**config.mk**
```make
export PLATFORM = sky130hd
export DESIGN_NAME = mult_sat_array
export DESIGN_NICKNAME = d
export VERILOG_FILES = /design/src/rtl/mult_pkg.sv /design/src/rtl/mult_lane.sv /design/src/rtl/mult_sat_array.sv
export SDC_FILE = /design/constraint.sdc
export NUM_CORES = 1
export LEC_CHECK = 0
export ABC_AREA = 1
export BUFFER_PORTS_ARGS = -buffer_cell sky130_fd_sc_hd__buf_2
export CAP_MARGIN = 20
export CORE_AREA = 5 5 295 297
export DETAILED_ROUTE_END_ITERATION = 8
export DIE_AREA = 0 0 300 302
export GPL_ROUTABILITY_DRIVEN = 0
export PLACE_DENSITY_LB_ADDON = 0.2
export SETUP_SLACK_MARGIN = 0.2
export SKIP_CTS_REPAIR_TIMING = 1
export SYNTH_ARGS = -nofsm -noshare
export SYNTH_HDL_FRONTEND = slang
export SYNTH_SLANG_ARGS = --single-unit
```
**constraint.sdc**
```tcl
create_clock -name clk_i -period 7.2 [get_ports clk_i]
set_clock_uncertainty 0.15 [all_clocks]
set_input_delay 0.72 -clock clk_i [delete_from_list [all_inputs] [get_ports clk_i]]
set_output_delay 0.72 -clock clk_i [all_outputs]
set_load 0.05 [all_outputs]
```
**src/rtl/mult_pkg.sv**
```systemverilog
// -----------------------------------------------------------------------------
// mult_pkg
// Shared constants and helpers for the mult_sat_array multiplier family.
//   SAT_CNT_W   : width of the per-channel saturation event counters
//   CALC_W      : working width for the scale/saturate arithmetic
//   shift_limit : largest useful right shift for a given pair of operand widths
//   sat_clip    : clip a signed value to a signed width, report if it clipped
// -----------------------------------------------------------------------------
package mult_pkg;

  localparam int SAT_CNT_W = 16;
  // Wide enough for any product plus a rounding carry at sane operand widths.
  localparam int CALC_W    = 64;

  // A product of two signed operands has in1_w+in2_w bits; shifting by more
  // than in1_w+in2_w-1 only replicates the sign bit, so that is the ceiling.
  function automatic int shift_limit(input int in1_w, input int in2_w);
    return in1_w + in2_w - 1;
  endfunction

  function automatic logic signed [CALC_W-1:0] sat_clip(
    input  logic signed [CALC_W-1:0] val,
    input  int                       width,
    output logic                     clipped
  );
    logic signed [CALC_W-1:0] hi;
    logic signed [CALC_W-1:0] lo;
    hi = (64'sd1 <<< (width - 1)) - 64'sd1;
    lo = -(64'sd1 <<< (width - 1));
    clipped = 1'b0;
    if (val > hi) begin
      clipped = 1'b1;
      return hi;
    end
    if (val < lo) begin
      clipped = 1'b1;
      return lo;
    end
    return val;
  endfunction

endpackage

```
**src/rtl/mult_lane.sv**
```systemverilog
// -----------------------------------------------------------------------------
// mult_lane
// One channel of mult_sat_array: operand registers, signed product, scaling
// shift (optionally rounded when MULT_ROUND_EN is defined), saturation to
// OUTBITS, bypass of operand 1, output registers and saturation counter.
// The valid and shift pipeline is owned by the top level and arrives here
// already aligned with the S3 stage.
// Ports:
//   clk_i, rst_i   clock, synchronous active-high reset
//   sig1_i, sig2_i signed operands (raw, registered here in S1)
//   en_i           1 = multiply, 0 = bypass operand 1
//   vld_p1_i       valid of the sample currently in S3
//   shift_p1_i     clamped shift of the sample currently in S3
//   sat_clr_i      clears the saturation counter
//   signal_o       registered, saturated result
//   sat_o          result of the last valid sample was clipped
//   sat_cnt_o      saturating count of clipped valid samples
// -----------------------------------------------------------------------------
module mult_lane
  import mult_pkg::*;
#(
  parameter int INBITS1   = 14,
  parameter int INBITS2   = 14,
  parameter int OUTBITS   = 14,
  parameter int SHIFTBITS = 5
) (
  input  logic                        clk_i,
  input  logic                        rst_i,
  input  logic signed [INBITS1-1:0]   sig1_i,
  input  logic signed [INBITS2-1:0]   sig2_i,
  input  logic                        en_i,
  input  logic                        vld_p1_i,
  input  logic        [SHIFTBITS-1:0] shift_p1_i,
  input  logic                        sat_clr_i,
  output logic signed [OUTBITS-1:0]   signal_o,
  output logic                        sat_o,
  output logic        [SAT_CNT_W-1:0] sat_cnt_o
);

  localparam int PW = INBITS1 + INBITS2;

  logic signed [INBITS1-1:0]   sig1_p0;
  logic signed [INBITS2-1:0]   sig2_p0;
  logic                        en_p0;
  logic signed [PW-1:0]        prod_p1;
  logic signed [INBITS1-1:0]   sig1_p1;
  logic                        en_p1;

  logic signed [CALC_W-1:0]    scaled;
  logic signed [CALC_W-1:0]    mul_val;
  logic signed [CALC_W-1:0]    byp_val;
  logic                        mul_clip;
  logic                        byp_clip;
  logic signed [OUTBITS-1:0]   signal_d;
  logic                        sat_d;
  logic signed [OUTBITS-1:0]   signal_q;
  logic                        sat_q;
  logic        [SAT_CNT_W-1:0] cnt_d;
  logic        [SAT_CNT_W-1:0] cnt_q;

`ifdef MULT_ROUND_EN
  // Round half up: add half an output LSB before the arithmetic shift.
  function automatic logic signed [CALC_W-1:0] round_half_up(
    input logic signed [CALC_W-1:0] v,
    input logic [SHIFTBITS-1:0]     sh
  );
    if (sh == '0) return v;
    return v + (64'sd1 <<< (sh - SHIFTBITS'(1)));
  endfunction
`endif

  // S1: operand registers
  always_ff @(posedge clk_i) begin
    sig1_p0 <= sig1_i;
    sig2_p0 <= sig2_i;
    en_p0   <= en_i;
  end

  // S2: full-width product; operand 1 follows for the bypass path
  always_ff @(posedge clk_i) begin
    prod_p1 <= PW'(sig1_p0) * PW'(sig2_p0);
    sig1_p1 <= sig1_p0;
    en_p1   <= en_p0;
  end

  // S3: scale, saturate, select
  always_comb begin
`ifdef MULT_ROUND_EN
    scaled = round_half_up(CALC_W'(prod_p1), shift_p1_i) >>> shift_p1_i;
`else
    scaled = CALC_W'(prod_p1) >>> shift_p1_i;
`endif
    mul_val = sat_clip(scaled, OUTBITS, mul_clip);
    byp_val = sat_clip(CALC_W'(sig1_p1), OUTBITS, byp_clip);
    if (en_p1) begin
      signal_d = OUTBITS'(mul_val);
      sat_d    = mul_clip;
    end else begin
      signal_d = OUTBITS'(byp_val);
      sat_d    = byp_clip;
    end
  end

  // Clear beats increment; the counter sticks at all-ones.
  always_comb begin
    cnt_d = cnt_q;
    if (sat_clr_i) begin
      cnt_d = '0;
    end else if (vld_p1_i && sat_d && (cnt_q != '1)) begin
      cnt_d = cnt_q + SAT_CNT_W'(1);
    end
  end

  always_ff @(posedge clk_i) begin
    if (rst_i) begin
      signal_q <= '0;
      sat_q    <= 1'b0;
      cnt_q    <= '0;
    end else begin
      if (vld_p1_i) begin
        signal_q <= signal_d;
      end
      sat_q <= vld_p1_i & sat_d;
      cnt_q <= cnt_d;
    end
  end

  assign signal_o  = signal_q;
  assign sat_o     = sat_q;
  assign sat_cnt_o = cnt_q;

endmodule

```
**src/rtl/mult_sat_array.sv**
```systemverilog
// -----------------------------------------------------------------------------
// mult_sat_array
// NCH-channel signed multiplier with runtime arithmetic right shift,
// saturation to OUTBITS, per-channel bypass and saturation counters.
// Latency is 3 cycles for both multiply and bypass paths.
// Build option: define MULT_ROUND_EN to round half up before the shift;
// otherwise the shift truncates toward minus infinity.
// Ports:
//   clk_i, rst_i   clock, synchronous active-high reset
//   valid_i        input strobe shared by all channels
//   enable_i       per-channel multiply enable (0 = bypass operand 1)
//   signal1_i      operand 1, channel c at [c*INBITS1 +: INBITS1]
//   signal2_i      operand 2, channel c at [c*INBITS2 +: INBITS2]
//   shift_i        right-shift amount, clamped to INBITS1+INBITS2-1
//   sat_clr_i      clears all saturation counters
//   signal_o       results, channel c at [c*OUTBITS +: OUTBITS]
//   valid_o        result strobe
//   sat_o          per-channel clip flag for the current result
//   sat_cnt_o      per-channel 16-bit saturation counts
// -----------------------------------------------------------------------------
module mult_sat_array
  import mult_pkg::*;
#(
  parameter int INBITS1   = 14,
  parameter int INBITS2   = 14,
  parameter int OUTBITS   = 14,
  parameter int NCH       = 2,
  parameter int SHIFTBITS = 5
) (
  input  logic                     clk_i,
  input  logic                     rst_i,
  input  logic                     valid_i,
  input  logic [NCH-1:0]           enable_i,
  input  logic [NCH*INBITS1-1:0]   signal1_i,
  input  logic [NCH*INBITS2-1:0]   signal2_i,
  input  logic [SHIFTBITS-1:0]     shift_i,
  input  logic                     sat_clr_i,
  output logic [NCH*OUTBITS-1:0]   signal_o,
  output logic                     valid_o,
  output logic [NCH-1:0]           sat_o,
  output logic [NCH*SAT_CNT_W-1:0] sat_cnt_o
);

  localparam int SHIFT_MAX = shift_limit(INBITS1, INBITS2);

  logic [SHIFTBITS-1:0] shift_clamped;
  logic [SHIFTBITS-1:0] shift_p0;
  logic [SHIFTBITS-1:0] shift_p1;
  logic                 vld_p0;
  logic                 vld_p1;
  logic                 vld_p2;

  // If SHIFT_MAX does not fit in SHIFTBITS the compare never fires.
  always_comb begin
    shift_clamped = shift_i;
    if (int'(shift_i) > SHIFT_MAX) begin
      shift_clamped = SHIFTBITS'(SHIFT_MAX);
    end
  end

  // S1
  always_ff @(posedge clk_i) begin
    shift_p0 <= shift_clamped;
  end

  // S2
  always_ff @(posedge clk_i) begin
    shift_p1 <= shift_p0;
  end

  // Valid travels with the data through S1, S2 and the output register.
  always_ff @(posedge clk_i) begin
    if (rst_i) begin
      vld_p0 <= 1'b0;
      vld_p1 <= 1'b0;
      vld_p2 <= 1'b0;
    end else begin
      vld_p0 <= valid_i;
      vld_p1 <= vld_p0;
      vld_p2 <= vld_p1;
    end
  end

  assign valid_o = vld_p2;

  for (genvar c = 0; c < NCH; c++) begin : g_lane
    mult_lane #(
      .INBITS1   (INBITS1),
      .INBITS2   (INBITS2),
      .OUTBITS   (OUTBITS),
      .SHIFTBITS (SHIFTBITS)
    ) u_lane (
      .clk_i      (clk_i),
      .rst_i      (rst_i),
      .sig1_i     (signal1_i[c*INBITS1 +: INBITS1]),
      .sig2_i     (signal2_i[c*INBITS2 +: INBITS2]),
      .en_i       (enable_i[c]),
      .vld_p1_i   (vld_p1),
      .shift_p1_i (shift_p1),
      .sat_clr_i  (sat_clr_i),
      .signal_o   (signal_o[c*OUTBITS +: OUTBITS]),
      .sat_o      (sat_o[c]),
      .sat_cnt_o  (sat_cnt_o[c*SAT_CNT_W +: SAT_CNT_W])
    );
  end

endmodule

```
==> results by group <==
Setup path
  • Critical path data arrival time: 6.77 ns
  • Critical path's slowest cell: dfxtp_1
  • Critical Path Sink Type: flip-flop
  • Most used cell, CP: inv_1
  • Crit path to: g_lane[1].u_lane.prod_p1[23]$_DFF_P_
  • WP depth: 22
  • R2R cell count: 22
  • Crit-path leading delay family: adder cells
  • Reg-to-reg startpoint: g_lane[1].u_lane.sig1_p0[5]$_DFF_P_
  • CP startpoint: g_lane[1].u_lane.sig1_p0[5]$_DFF_P_
  • CP max FO: 15
  • Crit-path max cell delay: between 0.5 and 0.6 ns
  • Worst-path cell chain: nand2_1, inv_1, fa_1, inv_1, fa_1, inv_1, fa_1, inv_1, fa_1, inv_1, fa_1, inv_1, fa_1, inv_1, ha_1, nand2_1, o21ai_0, a21oi_1, o21ai_0, a21oi_1, o21ai_0, xor2_1
  • CP required: around 7.6 ns
  • Startpoint Class: flip-flop
  • Crit path buffers/inverters: 7
  • Reg2reg end: g_lane[1].u_lane.prod_p1[23]$_DFF_P_
  • WS Path Type: flip-flop to flip-flop
  • R2R setup slack: just over 0.8 ns

Synth
  • Area leader, netlist: fa_1
  • Unique masters post-synth: 49
  • Mean post-synth cell area: just under 8 µm²
  • Post-synth EDFFs: 0
  • Largest cells by area after synthesis: fa_1 31%, dfxtp_1 18%, nand2_1 12%, inv_1 11%, ha_1 6.8%
  • Most frequent cell after synthesis: nand2_1
  • Ys Warns: 0
  • Number of cells produced by synthesis: roughly 3200
  • Cell area after synthesis: approximately 0.025 mm²
  • Sequential share of the synthesized area: 0.1755
  • Top cells by count, synth: 770 x nand2_1, 763 x inv_1, 390 x fa_1, 219 x dfxtp_1, 200 x nand3_1
  • Syn Nets: 3834
  • FF+latch count, synth: ~220
  • Post-synth top area share: 0.3125
  • Async SR Flop Fraction: 0
  • Ys flop type: dfxtp_1

STA
  • Max-slew violations: 0
  • Crit share post-route: 0.8860
  • Tmin final: about 6.4 ns
  • Hold Fails Final Rpt: 0
  • Slew of the pin with the lowest slew margin: between 0.9 and 1 ns
  • Final setup violation count: 0
  • Final setup margin: just over 0.8 ns
  • Rel. slew slack: 0.3438
  • Fin Setup TNS: 0 ns
  • RSZ-0062 raised after global routing: false
  • Fmax: 156.8 MHz

Pwr
  • Comb pwr share: 0.773
  • Clock share of power: 0.105
  • PwrDens: between 500 and 600 mW/mm²
  • LEAKAGE: between 0.01 and 0.015 µW
  • Register share of total power: 0.121
  • Net Switching: 7658 µW
  • Switching Share: 0.5192
  • Max VDD drop: ~0.48 mV
  • Internal power: just over 7000 µW

Run
  • Max-capacitance violation count: 0

Cells and area
  • Post-layout util: 0.3287
  • Net count, final: a little under 4000
  • Area Overhead vs Synth: 10.99%
  • Layout cells sized above 1: 0.07978
  • Fill count: 9101

Run status
  • Status: completed

Clock tree
  • Number of buffers created by CTS: 31
  • Clock transition at the registers of the reported paths: about 0.07 ns
  • Clock root buffer: clkbuf_16
  • Clock Path Buffers: 3
  • H-Tree Depth: 1
  • CTS tree: done
  • Clock sink count: ~220
  • Worst skew pair latency: between 0.6 and 0.7 ns

Route
  • Via-to-Cell Ratio: 4.473
  • DR DRC count: 0
  • ANT nets after route: 0
  • Post-Route WL: ~69 mm
  • Total number of vias: a little under 20000
  • Pre-Repair DR Iteration Count: 5
  • WL/cell: 15.67 µm
  • Initial detailed-routing violation count: roughly 1200

Floorplan
  • Area of the die: about 0.091 mm²
  • CORE AREA: roughly 0.084 mm²
  • Initial Util: 0.2962
  • Width of the chip: roughly 300 µm
  • Row count: between 100 and 150
  • I/O pin total: 130
  • Die Y: approximately 300 µm

Global routing
  • Vias in the first global route: around 20000
  • Largest net degree at the start of global routing: 65
  • Initial antenna violation count: 5
  • Gr ovfl total: 0
  • Global-route wire length before repair: 112.5 mm
  • GRT Resource Usage Total: 0.1535

Place
  • Pre-CTS setup slack: 0.7775 ns
  • Port Buffers: between 100 and 150
  • Hpwl dp: about 56 mm

Hold path
  • Hold Crit Class: input pin to flip-flop
## cell type report
type	instances	area [µm²]	share of cell area
well taps	1090	1364	0.04919
clock inverters	14	157.7	0.005686
diodes	3	7.507	0.0002708
multi-input cells	2115	17060	0.6154
repair buffers	171	960.9	0.03466
inverters	773	2909	0.1049
flip-flops and latches	219	4387	0.1582
clock buffers	42	877.1	0.03163
## per-stage QoR
stage,hold WS (ns),power [µW],cells,cell area (µm²)
2_1_floorplan,0.1596,10760,3241,24980
4_1_cts,-0.009774,15080,4424,27720
3_5_place_dp,0.1621,13380,4368,26680
6_report,0.04988,14750,4427,27730
3_3_place_gp,0.1615,13400,4368,26680
5_1_grt,0.003097,16820,4424,27720
## power by group through the flow
stage	Clock (µW)	Sequential (µW)	Combinational [µW]
final	1550	1790	11400
after global routing	1670	1820	13300
after CTS	1630	1790	11700
after floorplan	0	1740	9010
after detailed placement	0	1820	11600
after global placement	0	1820	11600
## metal layers
| layer | track usage | routed length, µm |
|---|---|---|
| met1 | 0.2275 | 34280 |
| met2 | 0.2411 | 30530 |
| met3 | 0.02232 | 3387 |
| met4 | 0.02832 | 1129 |
| met5 | 0 | 27 |
## state kept, by name, summed over array words and instances (netlist names)
signal / cells
g_lane.u_lane.sig2_p0: 28
g_lane.u_lane.sig1_p1: 28
g_lane.u_lane.en_p1: 2
shift_p1: 5
g_lane.u_lane.en_p0: 2
g_lane.u_lane.sig1_p0: 28
vld_p0: 1
g_lane.u_lane.sat_cnt_o: 32
g_lane.u_lane.sat_o: 2
valid_o: 1
shift_p0: 5
vld_p1: 1
g_lane.u_lane.prod_p1: 56
g_lane.u_lane.signal_o: 28
## how the worst min path moves through the flow
stage / end / start / cells after the start / slack, ns
final: g_lane[0].u_lane.sig2_p0[0]$_DFF_P_ / signal2_i[0] / 1 / 0.05
after global routing: g_lane[0].u_lane.sig1_p0[8]$_DFF_P_ / signal1_i[8] / 1 / 0.003
after CTS: g_lane[0].u_lane.sig2_p0[9]$_DFF_P_ / signal2_i[9] / 1 / -0.01
after detailed placement: shift_p1[4]$_DFF_P_ / shift_p0[4]$_SDFF_PN1_ / 0 / 0.16
after global placement: shift_p1[3]$_DFF_P_ / shift_p0[3]$_SDFF_PN1_ / 0 / 0.16
after floorplan: g_lane[0].u_lane.en_p1$_DFF_P_ / g_lane[0].u_lane.en_p0$_DFF_P_ / 0 / 0.16
## cells in the final DEF, fill, tap and decap left out, types with 6 or more instances in the layout
master     netlist  layout
fa_1           390     390
a21oi_2         10      10
o21ai_0         95      95
or2_2            7       7
nor3_1          15      15
inv_1          763     763
nand2_1        770     770
clkbuf_16        0      31
buf_4            6      42
buf_2           17     129
nand4_1         38      38
ha_1           136     136
clkbuf_8         0       6
xor2_1          55      55
a31oi_1          6       6
a21oi_1        134     134
inv_2            6       6
nor2_1         127     127
o211ai_1        24      24
dfxtp_1        219     217
xnor2_1         40      40
mux2i_1          8       8
nand2_2         11      11
nand3_1        200     200
## kinds of logic (layout without fill, tap and decap cells)
family,after synthesis,after routing,synth area share
AND/OR/NAND/NOR,1182,1182,0.1969
AO/OA/AOI/OAI,304,304,0.06902
XOR/XNOR,95,95,0.03331
buffers and inverters,907,1000,0.1414
adder cells (fa/ha/maj),526,526,0.3806
flip-flops,219,219,0.1755
other,0,3,0
multiplexers,8,8,0.003206
(Power assumes the default switching activity.)
